<file path="config.mk">
export PLATFORM = sky130hd
export DESIGN_NAME = enet_rx_ddr_packer
export DESIGN_NICKNAME = d
export VERILOG_FILES = /design/src/rtl/enet_rx_ddr_packer.sv
export SDC_FILE = /design/constraint.sdc
export NUM_CORES = 1
export LEC_CHECK = 0
export CORE_UTILIZATION = 25
export DETAILED_ROUTE_END_ITERATION = 7
export GPL_ROUTABILITY_DRIVEN = 0
export PLACE_DENSITY_LB_ADDON = 0.1
export SLEW_MARGIN = 15
export SYNTH_ARGS = -nofsm -noshare
export SYNTH_HDL_FRONTEND = slang
export SYNTH_SLANG_ARGS = --single-unit
</file>
<file path="constraint.sdc">
create_clock -name i_clk -period 3.4 [get_ports i_clk]
set_clock_uncertainty 0.1 [all_clocks]
set_input_delay 0.51 -clock i_clk [delete_from_list [all_inputs] [get_ports i_clk]]
set_output_delay 0.51 -clock i_clk [all_outputs]
set_load 0.01 [all_outputs]
</file>
<file path="src/rtl/enet_rx_ddr_packer.sv">
// Ethernet receive-to-DDR packer: gathers received bytes into DDR-width words
// and writes them to consecutive aligned addresses until the byte budget is met.
module enet_rx_ddr_packer #(
    parameter int DDR_DW    = 256,
    parameter int ADDR_STEP = 32
) (
    input  logic                  i_clk,
    input  logic                  i_rst_n,
    input  logic                  i_enet_enable,
    input  logic [31:0]           i_enet_ddr_dest_addr,
    input  logic [31:0]           i_enet_rcv_data_size,
    input  logic [7:0]            i_rx_data,
    input  logic                  i_rx_valid,
    input  logic                  i_rx_last,
    output logic                  o_rx_ready,
    output logic                  o_ddr_wr_req,
    output logic [31:0]           o_ddr_wr_addr,
    output logic [DDR_DW-1:0]     o_ddr_wr_data,
    output logic [DDR_DW/8-1:0]   o_ddr_wr_be,
    input  logic                  i_ddr_wr_ack,
    output logic                  o_enet_rx_done,
    output logic [31:0]           o_enet_rx_cnt
);
    localparam int LANES = DDR_DW / 8;
    localparam int LW    = $clog2(LANES);
    localparam logic [LW-1:0] LAST_LANE = LW'(LANES - 1);
    localparam logic [LW-1:0] LANE_ONE  = LW'(1);
    localparam logic [31:0]   STEP      = 32'(ADDR_STEP);

    typedef enum logic [1:0] {
        IDLE  = 2'd0,
        FILL  = 2'd1,
        WRITE = 2'd2,
        DONE  = 2'd3
    } state_t;

    state_t            state_q, state_d;
    logic              en_prev_q, en_prev_d;
    logic [31:0]       addr_q, addr_d;
    logic [31:0]       size_q, size_d;
    logic [31:0]       count_q, count_d;
    logic [31:0]       cnt_q, cnt_d;
    logic [LW-1:0]     lane_q, lane_d;
    logic [DDR_DW-1:0] data_q, data_d;
    logic [LANES-1:0]  be_q, be_d;
    logic              req_q, req_d;

    logic              start_s;
    logic              word_end_s;
    logic [31:0]       count_inc_s;

    assign start_s     = i_enet_enable & ~en_prev_q;
    assign count_inc_s = count_q + 32'd1;
    // A word closes on the last lane, the final byte of the budget, or a frame end.
    assign word_end_s  = (lane_q == LAST_LANE) || (count_inc_s == size_q) || i_rx_last;

    // Next-state and datapath update
    always_comb begin
        state_d   = state_q;
        en_prev_d = i_enet_enable;
        addr_d    = addr_q;
        size_d    = size_q;
        count_d   = count_q;
        lane_d    = lane_q;
        data_d    = data_q;
        be_d      = be_q;
        req_d     = req_q;
        if (((state_q == FILL) || (state_q == WRITE)) && (cnt_q != 32'hFFFF_FFFF)) begin
            cnt_d = cnt_q + 32'd1;
        end else begin
            cnt_d = cnt_q;
        end

        case (state_q)
            IDLE: begin
                req_d = 1'b0;
                if (start_s) begin
                    addr_d  = i_enet_ddr_dest_addr & 32'hFFFF_FFE0;
                    size_d  = i_enet_rcv_data_size;
                    count_d = 32'd0;
                    lane_d  = {LW{1'b0}};
                    be_d    = {LANES{1'b0}};
                    data_d  = {DDR_DW{1'b0}};
                    cnt_d   = 32'd0;
                    if (i_enet_rcv_data_size == 32'd0) begin
                        state_d = DONE;
                    end else begin
                        state_d = FILL;
                    end
                end else begin
                    state_d = IDLE;
                end
            end
            FILL: begin
                if (!i_enet_enable) begin
                    state_d = IDLE;
                end else if (i_rx_valid) begin
                    data_d[{lane_q, 3'b000} +: 8] = i_rx_data;
                    be_d[lane_q] = 1'b1;
                    lane_d  = lane_q + LANE_ONE;
                    count_d = count_inc_s;
                    if (word_end_s) begin
                        state_d = WRITE;
                        req_d   = 1'b1;
                    end else begin
                        state_d = FILL;
                    end
                end else begin
                    state_d = FILL;
                end
            end
            WRITE: begin
                if (i_ddr_wr_ack) begin
                    addr_d = addr_q + STEP;
                    lane_d = {LW{1'b0}};
                    be_d   = {LANES{1'b0}};
                    data_d = {DDR_DW{1'b0}};
                    req_d  = 1'b0;
                    if (!i_enet_enable) begin
                        state_d = IDLE;
                    end else if (count_q == size_q) begin
                        state_d = DONE;
                    end else begin
                        state_d = FILL;
                    end
                end else begin
                    state_d = WRITE;
                end
            end
            DONE: begin
                if (!i_enet_enable) begin
                    state_d = IDLE;
                end else begin
                    state_d = DONE;
                end
            end
            default: begin
                state_d = IDLE;
                req_d   = 1'b0;
            end
        endcase
    end

    // State and datapath registers
    always_ff @(posedge i_clk or negedge i_rst_n) begin
        if (!i_rst_n) begin
            state_q   <= IDLE;
            en_prev_q <= 1'b0;
            addr_q    <= 32'd0;
            size_q    <= 32'd0;
            count_q   <= 32'd0;
            cnt_q     <= 32'd0;
            lane_q    <= {LW{1'b0}};
            data_q    <= {DDR_DW{1'b0}};
            be_q      <= {LANES{1'b0}};
            req_q     <= 1'b0;
        end else begin
            state_q   <= state_d;
            en_prev_q <= en_prev_d;
            addr_q    <= addr_d;
            size_q    <= size_d;
            count_q   <= count_d;
            cnt_q     <= cnt_d;
            lane_q    <= lane_d;
            data_q    <= data_d;
            be_q      <= be_d;
            req_q     <= req_d;
        end
    end

    assign o_rx_ready     = (state_q == FILL);
    assign o_enet_rx_done = (state_q == DONE);
    assign o_ddr_wr_req   = req_q;
    assign o_ddr_wr_addr  = addr_q;
    assign o_ddr_wr_data  = data_q;
    assign o_ddr_wr_be    = be_q;
    assign o_enet_rx_cnt  = cnt_q;

endmodule
</file>
* Word-level counts from Yosys, hierarchy flattened
Index checks and enable logic that the tools add are counted.
Word-level totals: register bits after elaboration 425, bits of input ports 78, output and inout port bits 355, logic and storage cells 91
Cells by class: add/subtract/negate cells 5, $lt $le $gt $ge 2, equality and inequality tests 12, shift operators 2, muxes and demuxes 42, bitwise operators 3, reduce and logical (&&, ||, !) cells 15
Operator list (count):
- $mux W256 | 4
- $pmux W256 S3 | 1
- $mux W32 | 11
- $bwmux W256 | 1
- $shift A8 B10 Y256 const A | 1
- $shiftx A8 B10 Y256 | 1
- $pmux W32 S2 | 2
- $pmux W32 S3 | 1
- $add A32 B1 Y32 const B | 2
- $eq A32 B32 Y1 | 2
- $add A32 B6 Y32 const B | 1
- $logic_not A32 Y1 | 1
- $ne A32 B32 Y1 const B | 1
- $or A32 B32 Y32 | 1
- $mux W5 | 4
- $mux W2 | 9
- $pmux W5 S3 | 1
- $neg A8 Y10 | 1
- $reduce_and A5 Y1 | 2
- $ne A2 B2 Y1 const B | 4
- $pmux W2 S4 | 1
- $lt A5 B6 Y1 const B | 1
- $add A5 B1 Y5 const B | 1
- $demux W1 S5 | 1
- other kinds (17) | 26

* Logic depth before layout (Yosys ltp)
Gate-level depths: netlist of the first run.
word-level depth 8, depth in mapped cells 13, mapped depth without buffers 10

* Least setup slack after synthesis of the first run
OpenSTA, ideal clock, no wires.
path type reg-to-reg, start point reg lane_q[0], end point reg data_q[136] (netlist: o_ddr_wr_data[136]), library setup time 133 ps, arrival 3027 ps, required time 3167 ps, setup slack 140 ps, cell stages (with the launch flop) 13, path buffers 2, period minus slack after synthesis 3260 ps, cell sequence dfrtp_1 clkbuf_1 inv_1 ha_1 buf_2 or3b_2 or3_1 nand2_1 and2_1 nand2_1 nor2_2 mux2i_1 o21ai_0
Between the ends: longest elaborated chain between the ends 6, elaborated cells on any way between the ends 7, classes of those cells add/sub (1); shift (2); mux (4)
RTL lines:
- from (decl) | RTL line 43 | logic [LW-1:0] lane_q, lane_d;
- from (signal assigned) | RTL line 153 | lane_q <= {LW{1'b0}};
- from (signal assigned) | RTL line 164 | lane_q <= lane_d;
- $neg A8 Y10 * | RTL line 98 | data_d[{lane_q, 3'b000} +: 8] = i_rx_data;
- $shiftx A8 B10 Y256 / $shift A8 B10 Y256 (equally long branches) | RTL line 98
- $bwmux W256 * | RTL line 98
- $mux W256 * | RTL line 97 | end else if (i_rx_valid) begin
- $mux W256 * | RTL line 95 | if (!i_enet_enable) begin
- $pmux W256 S3 * | RTL line 74 | case (state_q)
- to (signal assigned) | RTL line 154 | data_q <= {DDR_DW{1'b0}};
- to (signal assigned) | RTL line 165 | data_q <= data_d;
- to (decl) | RTL line 44 | logic [DDR_DW-1:0] data_q, data_d;
Every way passes the cells marked *; elsewhere a longest branch is shown, timed or not. The select of a mux whose other input is x is not followed. A chain may end at the register's enable or synchronous reset.

* Worst setup path after layout of the first run
start point reg count_q[13], end point reg state_q[0]
Between the ends: longest elaborated chain between the ends 8
RTL lines:
- from (decl) | RTL line 41 | logic [31:0] count_q, count_d;
- from (signal assigned) | RTL line 162 | count_q <= count_d;
- $add A32 B1 Y32 | RTL line 53 | assign count_inc_s = count_q + 32'd1;
- $eq A32 B32 Y1 | RTL line 55 | assign word_end_s = (lane_q == LAST_LANE) || (count_inc_s == size_q) || i_rx_last;
- $logic_or A1 B1 Y1 (2 in a row) | RTL line 55
- $mux W2 | RTL line 102 | if (word_end_s) begin
- $mux W2 | RTL line 97
- $mux W2 | RTL line 95
- $pmux W2 S4 | RTL line 74
- named net state_d[0] | RTL line 37 | state_t state_q, state_d;
- to (signal assigned) | RTL line 158 | state_q <= state_d;
- to (decl) | RTL line 37
The timed path passes the listed nets, and every way through them passes these cells.

==> results of run 1 <==
[path summary, 6_finish.rpt]
| path | from | end | slack, ns | depth (start not counted) |
|---|---|---|---|---|
| min reg2reg | o_ddr_wr_data[54] | o_ddr_wr_data[54] | 0.38 | 2 |
| min | o_ddr_wr_data[54] | o_ddr_wr_data[54] | 0.38 | 2 |
| max reg2reg | count_q[13] | state_q[0] | 0.24 | 8 |
| min in group asynchronous | i_rst_n | o_ddr_wr_addr[29] | 0.39 | 2 |
| max in group asynchronous | i_rst_n | o_ddr_wr_data[60] | 1.97 | 3 |
| max | count_q[13] | state_q[0] | 0.24 | 8 |
[cells by family after synthesis]
kind of cell,after synthesis
AO/OA/AOI/OAI,550
XOR/XNOR,78
adder cells (fa/ha/maj),15
buffers and inverters,130
flip-flops,420
multiplexers,100
other,1
AND/OR/NAND/NOR,737
[power groups by stage]
stage	combinational [W]	sequential, W	clock [W]
2_1_floorplan	0.00146	0.00574	0
5_1_grt	0.00336	0.00571	0.00637
3_5_place_dp	0.00312	0.00575	0
3_3_place_gp	0.00311	0.00573	0
4_1_cts	0.00313	0.00566	0.00620
6_report	0.00310	0.00566	0.00602
[timing repair]
action	4_1_cts	5_1_grt
resized for setup	0	3
setup endpoints to repair	0	4
hold buffers	1	0
hold endpoints to repair	58	0
[routing by layer]
| metal | up-vias | routed length, µm | global-route usage [%] |
|---|---|---|---|
| met5 | - | 0 | 0 |
| met4 | 0 | 2366 | 6.095 |
| met3 | 112 | 4675 | 4.309 |
| met2 | 451 | 37120 | 31.31 |
| met1 | 8772 | 34370 | 24.80 |
| li1 | 8239 | - | - |
[placed cells by master, fill, tap and decap left out, types with 23 or more instances in the layout]
cell	instances
sky130_fd_sc_hd__dfrtp_1	420
sky130_fd_sc_hd__mux2i_1	68
sky130_fd_sc_hd__a21oi_1	106
sky130_fd_sc_hd__nor3_1	48
sky130_fd_sc_hd__nand4_1	35
sky130_fd_sc_hd__xnor2_1	42
sky130_fd_sc_hd__a32o_1	30
sky130_fd_sc_hd__buf_4	96
sky130_fd_sc_hd__clkbuf_16	52
sky130_fd_sc_hd__o21ai_0	257
sky130_fd_sc_hd__nand3_1	61
sky130_fd_sc_hd__nor2_1	128
sky130_fd_sc_hd__a22o_1	60
sky130_fd_sc_hd__clkdlybuf4s50_1	421
sky130_fd_sc_hd__mux2_2	32
sky130_fd_sc_hd__nand2_1	329
sky130_fd_sc_hd__xor2_1	36
sky130_fd_sc_hd__a31oi_1	23
[state kept, by name (all words and copies together), names as in the netlist]
register and count:
o_ddr_wr_req 1, o_ddr_wr_addr 27, o_ddr_wr_be 32, en_prev_q 1, size_q 32, state_q 2, lane_q 5, count_q 32
o_enet_rx_cnt 32, o_ddr_wr_data 256
[cell type report]
cell class,instances,area [µm²],share of cell area [%]
Sequential cell,420,10510,38.09
Multi-Input combinational cell,1485,8781,31.83
Timing Repair Buffer,526,5100,18.48
Clock buffer,67,1418,5.138
Tap cell,1040,1301,4.716
Clock inverter,27,417.9,1.515
Inverter,16,60.06,0.2177
Antenna cell,1,2.502,0.009070
[critical path: cells and delay by family (launching register included)]
family                    cells  cell delay (ns)
AOI/OAI and AO/OA             1             0.17
and+or+nand+nor               6             2.20
DFF                           1             0.49
xor gates and xnor gates      1             0.08
[per-stage QoR]
| stage | worst slack, ns | util, % |
|---|---|---|
| finish | 0.2378 | 35.38 |
| global route | 0.02139 | 35.38 |
| CTS | 0.06579 | 35.37 |
| detailed placement | 0.01268 | 33.00 |
| global placement | 0.04042 | 33.00 |
| floorplan | 0.1402 | - |
==> run_results.csv, run 1 <==
group,metric,value,unit
die,die-width,283.7,µm
clocking,clock_insertion_delay_worst_skew,0.60,ns
critical_path,slowest_delay,0.73,ns
logic_synthesis,main_combinational_cell_family_by_area_after_synthesis,"simple AND/OR/NAND/NOR gates",
pwr,seq_power_share,38.3,%
logic_synthesis,avgSynthCellArea,9.770,µm²
grt,groute.usage.overall,19.09,%
logic_synthesis,synth_largest_type_area_fraction,52.97,%
logic_synthesis,synth_xor_xnor_area_share,3.443,%
clocking,clock_tree.root_cell,"sky130_fd_sc_hd__clkbuf_16",
critical_path,setup.worst_path.start_class,"flip-flop",
run_status,outcome,"completed",
logic_synthesis,synth-edff-count,0,
die,start_util,25.45,%
grt,number_of_antenna_violations_at_the_first_check_in_global_routing,2,
detailed_routing,antenna_violating_nets_post_route,0,
place,detailed_place_hpwl,58060,µm
clocking,cts_tree,"yes",
sta,setup_total_negative_slack,0,ns
logic_synthesis,synth_common_cells,"sky130_fd_sc_hd__dfrtp_1 (420), sky130_fd_sc_hd__nand2_1 (331), sky130_fd_sc_hd__o21ai_0 (257)",
final_layout,layout.nets,2594,
critical_path,crit_type,"reg -> reg",
sta,hold-worst-slack,0.3785,ns
logic_synthesis,post_synth_instance_area,0.01984,mm²
logic_synthesis,post_synth_main_area_contributors,"sky130_fd_sc_hd__dfrtp_1 (53%), sky130_fd_sc_hd__o21ai_0 (6.5%), sky130_fd_sc_hd__nand2_1 (6.3%)",
critical_path,critPathCaptureType,"flip-flop",
logic_synthesis,ys.warnings.count,0,
sta,shortest_period_the_worst_path_allows,3.162,ns
detailed_routing,drtPass1Iterations,6,
final_layout,fillCellCount,7879,
final_layout,instances_no_fill,3582,
sta,worst_pin_slew,1.083,ns
grt,grt_pass1_vias,17590,
logic_synthesis,fraction_of_the_mapped_netlist_area_in_compound_gates,16.93,%
critical_path,crit_path_cell_trace,"nand4_4 > or4_1 > nor2_4 > xnor2_1 > nor4_1 > nand4_1 > or4_4 > a21o_1",
logic_synthesis,netlist.top_cell.by_area,"sky130_fd_sc_hd__dfrtp_1",
sta,rsz0062_at_grt,"no",
pwr,design_power_total,0.01477,W
sta,final-setup-viol-count,0,
run,max_cap_violations,0,
detailed_routing,routedWlPerCell,21.92,µm
sta,slew_violations,0,
pwr,pwr-share-comb,21.0,%
critical_path,worst_ep_required_time,3.80,ns
grt,grt_max_degree,76,
worst_hold_path,holdCritPathClass,"reg -> reg",
logic_synthesis,synth_most_common_cell,"sky130_fd_sc_hd__dfrtp_1",
critical_path,crit_path_top_delay_cell,"sky130_fd_sc_hd__or4_1",
critical_path,crit_path_max_fanout,6,
die,die_h,283.7,µm
clocking,clock_path_buffers,3,
logic_synthesis,synth.ff_latch_count,420,
place,numPlacedInstances,3486,
grt,grt-ovfl-total,0,
die,rows,102,
sta,hold_violations,0,
detailed_routing,postRouteWirelength,78530,µm
detailed_routing,drt_iter0_markers,970,
place,placement.io_buffers,422,
logic_synthesis,yosys.area_share.simple,17.43,%
sta,portion_of_the_clock_cycle_consumed_by_the_worst_path_in_the_final_layout,93.01,%
pwr,leakage_power,11.20,nW
clocking,cts_sinks,420,
logic_synthesis,synth.mux.area_fraction,5.246,%
pwr,switchingPower,0.004637,W
clocking,cts_made_buffers,52,
clocking,clkTransAtPathRegs,0.06,ns
final_layout,fin_area,0.02759,mm²
logic_synthesis,synth-async-reset-ratio,100.0,%
sta,highest_achievable_clock_rate,0.3162,GHz
logic_synthesis,yosys_most_used_dff,"sky130_fd_sc_hd__dfrtp_1",
pwr,vdd_ir_drop_max,0.3723,mV
pwr,clock_power_share,40.7,%
pwr,power.switching_fraction,31.39,%
pwr,power_per_cell_area,535.4,mW/mm²
final_layout,final_layout_size_suffix_gt1_share,9.917,%
die,number_of_ports_placed_on_the_die_boundary,433,
logic_synthesis,syn_inst,2031,
detailed_routing,via_count,17570,
die,die_area,0.08050,mm²
logic_synthesis,synth_adder_area_share,0.9458,%
clocking,h-tree-depth,2,
sta,max_slew_margin,27.51,%
logic_synthesis,synth.lib_cells_used.distinct,74,
place,dpl-instance-area,0.02573,mm²
die,core_area,0.07798,mm²
final_layout,synthToLayoutAreaGrowth,39.04,%
critical_path,critical_path_arrival,3.56,ns
clocking,cts_setup_buffers,0,
detailed_routing,vias_per_inst,4.906,
logic_synthesis,sequential_element_share_of_the_synthesized_area,52.97,%
pwr,p_int,0.01014,W
detailed_routing,detail_route.drc_violations,0,
grt,grt_pass1_wl,117800,µm
No activity file was read; power rests on OpenSTA's default activity.
==> run 2, diff against run 1 <==
--- a/config.mk
+++ b/config.mk
@@ -5,6 +5,8 @@
 export SDC_FILE = /design/constraint.sdc
 export NUM_CORES = 1
 export LEC_CHECK = 0
+export ABC_AREA = 1
+export CORE_MARGIN = 8
 export CORE_UTILIZATION = 25
 export DETAILED_ROUTE_END_ITERATION = 7
 export GPL_ROUTABILITY_DRIVEN = 0
==> run 2 against run 1 <==
Net effect:
- sequential share of layout area down 0.68 points
- sequential power up 7.2%
- critical path depth down 4
- sequential cell count unchanged
- global-route usage down 0.21 points
- non-clock buffer count down 40
- critical path type is now reg -> out
- largest cell class unchanged
- highest routed layer unchanged
==> run_results.csv, run 2 <==
group,metric,value,unit
run_status,outcome,"completed",
detailed_routing,drt_iter0_markers,1166,
clocking,clkTransAtPathRegs,0.06,ns
pwr,power.switching_fraction,40.80,%
logic_synthesis,ys.warnings.count,0,
sta,hold-worst-slack,0.3861,ns
die,number_of_ports_placed_on_the_die_boundary,433,
place,worst_slack_placed,0.1827,ns
grt,grt_max_degree,88,
logic_synthesis,synth-async-reset-ratio,100.0,%
place,placement.io_buffers,422,
pwr,seq_power_share,32.4,%
critical_path,critical_path_arrival,2.42,ns
final_layout,mostFrequentLayoutCells,"sky130_fd_sc_hd__nand2_1 (569), sky130_fd_sc_hd__clkdlybuf4s50_1 (421), sky130_fd_sc_hd__dfrtp_1 (420)",
critical_path,worst-path-buf-inv,3,
sta,portion_of_the_clock_cycle_consumed_by_the_worst_path_in_the_final_layout,89.14,%
detailed_routing,via_count,19570,
clocking,clock_tree.root_cell,"sky130_fd_sc_hd__clkbuf_16",
grt,grt_pass1_wl,131300,µm
critical_path,worst_ep_required_time,2.79,ns
final_layout,fillCellCount,8499,
die,start_util,25.10,%
sta,shortest_period_the_worst_path_allows,3.031,ns
logic_synthesis,synth.ff_latch_count,420,
die,rows,105,
pwr,vdd_ir_drop_max,0.3984,mV
pwr,clock_power_share,31.4,%
logic_synthesis,main_combinational_cell_family_by_area_after_synthesis,"simple AND/OR/NAND/NOR gates",
logic_synthesis,post_synth_main_area_contributors,"sky130_fd_sc_hd__dfrtp_1 (51%), sky130_fd_sc_hd__nand2_1 (10%), sky130_fd_sc_hd__o21ai_0 (6.5%)",
pwr,switchingPower,0.007627,W
sta,highest_achievable_clock_rate,0.3300,GHz
place,detailed_place_hpwl,68670,µm
logic_synthesis,synth.mux.area_fraction,0,%
final_layout,leading_cell_type_in_the_layout_fill_and_taps_excluded,"sky130_fd_sc_hd__nand2_1",
sta,finalWorstSetupSlack,0.3692,ns
sta,rsz0062_at_grt,"no",
final_layout,final_layout_size_suffix_gt1_share,7.353,%
die,die_area,0.09133,mm²
logic_synthesis,syn_inst,2527,
clocking,clock_path_buffers,3,
run,max_cap_violations,0,
pwr,design_power_total,0.01870,W
sta,worst_pin_slew,0.8499,ns
clocking,cts_made_buffers,53,
die,die_h,302.2,µm
final_layout,layout.nets,3072,
logic_synthesis,synth_common_cells,"sky130_fd_sc_hd__nand2_1 (570), sky130_fd_sc_hd__dfrtp_1 (420), sky130_fd_sc_hd__o21ai_0 (266)",
clocking,cts_tree,"yes",
detailed_routing,antenna_violating_nets_post_route,0,
critical_path,critical_path.top_delay_family,"buffers and inverters",
grt,groute.usage.overall,18.88,%
critical_path,slowest_delay,0.67,ns
critical_path,crit_path_top_delay_cell,"sky130_fd_sc_hd__clkdlybuf4s50_1",
logic_synthesis,avgSynthCellArea,8.104,µm²
clocking,h-tree-depth,2,
pwr,pwr-share-comb,36.1,%
sta,slew_violations,0,
grt,grt-ovfl-total,0,
logic_synthesis,sequential_element_share_of_the_synthesized_area,51.32,%
clocking,clock_insertion_delay_worst_skew,0.60,ns
final_layout,number_of_flip_flops_under_the_largest_register_name,256,
pwr,leakage_power,11.66,nW
logic_synthesis,synth_largest_type_area_fraction,51.32,%
detailed_routing,detail_route.drc_violations,0,
critical_path,crit_type,"reg -> out",
die,core_area,0.08158,mm²
detailed_routing,routedWlPerCell,21.73,µm
logic_synthesis,netlist.top_cell.by_area,"sky130_fd_sc_hd__dfrtp_1",
logic_synthesis,synth_adder_area_share,0.9164,%
die,die-width,302.2,µm
logic_synthesis,synth.lib_cells_used.distinct,50,
logic_synthesis,fraction_of_the_mapped_netlist_area_in_compound_gates,13.17,%
critical_path,crit_path_max_fanout,35,
worst_hold_path,holdCritPathClass,"reg -> reg",
clocking,cts_sinks,420,
logic_synthesis,synth_most_common_cell,"sky130_fd_sc_hd__nand2_1",
logic_synthesis,synth_xor_xnor_area_share,2.163,%
critical_path,critPathCaptureType,"primary output",
detailed_routing,vias_per_inst,4.784,
logic_synthesis,yosys.area_share.simple,25.78,%
sta,hold_violations,0,
grt,number_of_antenna_violations_at_the_first_check_in_global_routing,3,
sta,final-setup-viol-count,0,
pwr,p_int,0.01107,W
detailed_routing,drtPass1Iterations,5,
critical_path,crit_path_cell_trace,"inv_1 > ha_2 > buf_4 > clkdlybuf4s50_1",
critical_path,setup.worst_path.start_class,"flip-flop",
final_layout,synthToLayoutAreaGrowth,37.15,%
sta,setup_total_negative_slack,0,ns
logic_synthesis,synth-edff-count,0,
detailed_routing,postRouteWirelength,88890,µm
grt,grt_pass1_vias,19990,
pwr,power_per_cell_area,665.6,mW/mm²
sta,max_slew_margin,43.34,%
logic_synthesis,yosys_most_used_dff,"sky130_fd_sc_hd__dfrtp_1",
logic_synthesis,post_synth_instance_area,0.02048,mm²
## run 2: cell count changes in the layout (fill, tap and decap cells not counted), sizes merged, moves of 40 or more
cell,previous run,this run
nand3,61,254
nand2,331,584
nor2,135,257
buf,104,64
inv,18,250
o21ai,260,328
a22o,60,0
mux2i,68,0
## run 2: worst paths after layout
path                                     from            endpoint  slack, ns  depth (start not counted)
hold reg to reg            o_ddr_wr_data[250]  o_ddr_wr_data[250]       0.39                          2
max in group asynchronous             i_rst_n     o_ddr_wr_be[11]       1.88                          3
min in group asynchronous             i_rst_n           size_q[0]       0.46                          2
setup reg to reg                   state_q[0]  o_ddr_wr_data[254]       0.46                         11
hold / removal             o_ddr_wr_data[250]  o_ddr_wr_data[250]       0.39                          2
setup / recovery                   state_q[1]          o_rx_ready       0.37                          4
## run 2: final cells by class
type                            count  area (µm²)  share of cell area (%)
Tap cell                         1070        1339                   4.766
Antenna cell                        2       5.005                 0.01782
Clock inverter                     19       236.5                  0.8419
Inverter                          251       944.7                   3.363
Timing Repair Buffer              486        4825                   17.18
Clock buffer                       76        1574                   5.604
Sequential cell                   420       10510                   37.42
Multi-Input combinational cell   1767        8655                   30.81
## run 2: layer usage
layer  track usage, %  wire length (µm)  up-vias
met3            4.557              6269      143
met2            31.40             41880      614
met4            6.932              3322        0
li1                 -                 -     9300
met1            23.69             37410     9514
met5                0                 0        -
## run 2: cell families (layout without fill, tap and decap cells)
| group | after synthesis | after routing |
|---|---|---|
| fa+ha+maj | 15 | 15 |
| buf+inv | 344 | 832 |
| compound gates | 496 | 496 |
| other cells | 1 | 7 |
| xor+xnor | 49 | 49 |
| simple gates | 1202 | 1202 |
| flops | 420 | 420 |
## run 2: worst reg2reg max path: cells and delay by family, from the launching register on
kind	cells	cell delay, ns
fa+ha+maj	1	0.20
compound gates	2	0.75
flops	1	0.41
simple gates	5	0.84
buf+inv	3	0.53
## run 2: repair_timing
| action | 4_1_cts | 5_1_grt |
|---|---|---|
| gates resized for setup | 0 | 3 |
| hold buffers | 1 | 0 |
| setup buffers | 0 | 0 |
| endpoints found under the setup margin | 0 | 7 |
| endpoints found under the hold margin | 72 | 0 |
## run 2: stage by stage
stage                     area [µm²]  instances  utilization (%)
after floorplan                20490       2531                -
after global placement         26250       3993            32.17
after detailed placement       26250       3993            32.17
after CTS                      28070       4089            34.41
after global routing           28080       4089            34.42
final                          28090       4091            34.43
## run 2: power groups by stage
stage / Clock [W] / Sequential [W] / Combinational [W]
floorplan: 0 / 0.00613 / 0.00369
global placement: 0 / 0.00614 / 0.00674
detailed placement: 0 / 0.00615 / 0.00678
finish: 0.00587 / 0.00607 / 0.00676
global route: 0.00625 / 0.00614 / 0.00741
CTS: 0.00606 / 0.00607 / 0.00680
==> run 3, diff against run 2 <==
--- a/config.mk
+++ b/config.mk
@@ -6,10 +6,8 @@
 export NUM_CORES = 1
 export LEC_CHECK = 0
 export ABC_AREA = 1
-export CORE_MARGIN = 8
 export CORE_UTILIZATION = 25
 export DETAILED_ROUTE_END_ITERATION = 7
-export GPL_ROUTABILITY_DRIVEN = 0
 export PLACE_DENSITY_LB_ADDON = 0.1
 export SLEW_MARGIN = 15
 export SYNTH_ARGS = -nofsm -noshare
==> run 3 against run 2 <==
Net effect:
- the flow now finishes with violations (DRC)
- count of clock-buffer cells in the layout down 5
- global-route usage grew 1.6 points
- via count rose by 0.35%
- combinational power about the same
- wire length decreased by 2.6%
- die area is 9.1% lower
- first-iteration DRC count rose by 11%
- core utilization is 0.28 points higher
- largest power group unchanged
==> run_results.csv, run 3 (synthesis gave the netlist of run 2 again) <==
group,metric,value,unit
run_status,outcome,"finished with violations",
run_status,violations,"DRC",
sta,hold-worst-slack,0.3806,ns
pwr,power_per_cell_area,663.4,mW/mm²
final_layout,final_layout_size_suffix_gt1_share,7.504,%
place,placement.io_buffers,422,
critical_path,critical_path_arrival,3.29,ns
grt,groute.usage.overall,20.47,%
critical_path,crit_path_max_fanout,16,
critical_path,crit_type,"reg -> reg",
sta,finalWorstSetupSlack,0.4595,ns
run,max_cap_violations,0,
critical_path,rr_worst_depth,12,
sta,worst_pin_slew,0.8694,ns
detailed_routing,detail_route.drc_violations,25,
worst_hold_path,min_path_cells,3,
critical_path,timing.critical_path.from,"lane_q[1]",
sta,final-setup-viol-count,0,
sta,hold_violations,0,
die,number_of_ports_placed_on_the_die_boundary,433,
place,detailed_place_hpwl,66750,µm
die,rows,104,
die,die_area,0.08307,mm²
place,globalplace.congestion,0.8930,
detailed_routing,drt_iter0_markers,1297,
critical_path,worst_ep_required_time,3.75,ns
sta,slew_violations,0,
critical_path,crit-reg2reg-launch,"lane_q[1]",
detailed_routing,met2RoutedLength,41100,µm
die,core_area,0.08081,mm²
final_layout,layout.nets,3076,
clocking,clock_insertion_delay_worst_skew,0.61,ns
detailed_routing,vias_per_inst,4.808,
critical_path,critical_path.reg2reg.endpoint,"o_ddr_wr_data[64]",
sta,highest_achievable_clock_rate,0.3401,GHz
sta,portion_of_the_clock_cycle_consumed_by_the_worst_path_in_the_final_layout,86.49,%
sta,setup_total_negative_slack,0,ns
final_layout,antenna-diode-count,0,
clocking,cts_made_buffers,51,
grt,grt_pass1_vias,19960,
detailed_routing,met1Wirelength,37990,µm
final_layout,mostFrequentLayoutCells,"sky130_fd_sc_hd__nand2_1 (570), sky130_fd_sc_hd__clkdlybuf4s50_1 (421), sky130_fd_sc_hd__dfrtp_1 (420)",
sta,shortest_period_the_worst_path_allows,2.941,ns
critical_path,critPathCaptureType,"flip-flop",
critical_path,reg2reg_slack,0.46,ns
clocking,h-tree-depth,2,
detailed_routing,postRouteWirelength,86560,µm
detailed_routing,routed.top_layer,"met5",
die,start_util,25.34,%
place,worst_slack_placed,0.2104,ns
detailed_routing,via_count,19640,
place,dpl-instance-area,0.02624,mm²
final_layout,number_of_flip_flops_under_the_largest_register_name,256,
detailed_routing,routedWlPerCell,21.19,µm
pwr,leakage_power,11.67,nW
clocking,clock_tree.root_cell,"sky130_fd_sc_hd__clkbuf_16",
sta,max_slew_margin,42.04,%
detailed_routing,routed-wl-met3,5103,µm
final_layout,fin_area,0.02804,mm²
clocking,clock_path_buffers,3,
worst_hold_path,holdCritPathClass,"in -> reg",
pwr,vdd_ir_drop_max,0.4837,mV
grt,grt_pass1_wl,128300,µm
clocking,cts_sinks,420,
die,die_h,288.2,µm
clocking,clkTransAtPathRegs,0.06,ns
final_layout,fillCellCount,8356,
grt,grt_max_degree,92,
grt,number_of_antenna_violations_at_the_first_check_in_global_routing,2,
detailed_routing,antenna_violating_nets_post_route,0,
final_layout,leading_cell_type_in_the_layout_fill_and_taps_excluded,"sky130_fd_sc_hd__nand2_1",
clocking,cts_tree,"yes",
grt,grt-ovfl-total,0,
final_layout,synthToLayoutAreaGrowth,36.94,%
critical_path,setup.worst_path.start_class,"flip-flop",
die,die-width,288.2,µm
critical_path,crit_path_end,"o_ddr_wr_data[64]",
sta,rsz0062_at_grt,"no",
clocking,post_cts.resized_instances,0,
detailed_routing,drtPass1Iterations,8,
pwr,design_power_total,0.01861,W
[run 3: changes by cell type in the layout (fill, tap and decap cells not counted), sizes merged]
cell    delta
inv        +1
clkbuf     -5
diode      -2
clkinv     +4
buf        +6
[run 3: per-layer routing]
layer	global-route usage [%]	up-vias
met5	0	-
met1	27.03	9669
met4	5.860	4
met2	34.07	560
met3	3.784	113
li1	-	9293
[run 3: per-stage QoR]
stage / std cells / util [%]
detailed placement: 3989 / 32.48
CTS: 4085 / 34.71
global placement: 3989 / 32.48
floorplan: 2531 / -
global route: 4085 / 34.71
finish: 4085 / 34.71
[run 3: worst max-delay path, cell delays in order (launching register included)]
cell and delay [ns]:
sky130_fd_sc_hd__dfrtp_1 0.38, sky130_fd_sc_hd__inv_1 0.08, sky130_fd_sc_hd__ha_1 0.31, sky130_fd_sc_hd__inv_1 0.13, sky130_fd_sc_hd__nor2_2 0.16, sky130_fd_sc_hd__nor2_1 0.07
sky130_fd_sc_hd__nor3_2 0.15, sky130_fd_sc_hd__buf_4 0.29, sky130_fd_sc_hd__nand2_1 0.15, sky130_fd_sc_hd__nor2_1 0.24, sky130_fd_sc_hd__nand2_1 0.40, sky130_fd_sc_hd__nand3_1 0.19
sky130_fd_sc_hd__o21ai_0 0.10
[run 3: worst min-delay path by stage]
stage	from	to	slack [ns]
after global routing	i_enet_rcv_data_size[19]	size_q[19]	0.38
after detailed placement	o_ddr_wr_data[93]	o_ddr_wr_data[93]	0.37
after global placement	o_ddr_wr_data[255]	o_ddr_wr_data[255]	0.37
after CTS	i_enet_rcv_data_size[9]	size_q[9]	0.35
after floorplan	i_rst_n	count_q[0]	0.11
final	i_enet_rcv_data_size[9]	size_q[9]	0.38
[run 3: timing repair]
| item | CTS | global route |
|---|---|---|
| hold buffers | 1 | 0 |
| buffers inserted | 0 | 0 |
| endpoints found under the hold margin | 71 | 0 |
[run 3: final cells by class]
class                      count  area [µm²]  share of cell area [%]
clock buffer                  71        1493                   5.323
clock inverter                24       297.8                   1.062
inverter                     251       944.7                   3.368
multi-input combinational   1767        8641                   30.81
sequential                   420       10510                   37.48
tap                         1060        1326                   4.729
timing repair buffer         492        4832                   17.23
[run 3: report_power, final]
| part | internal [W] | switching [W] |
|---|---|---|
| Combinational | 0.00196 | 0.00476 |
| Sequential | 0.00553 | 0.000548 |
| Clock | 0.00346 | 0.00234 |
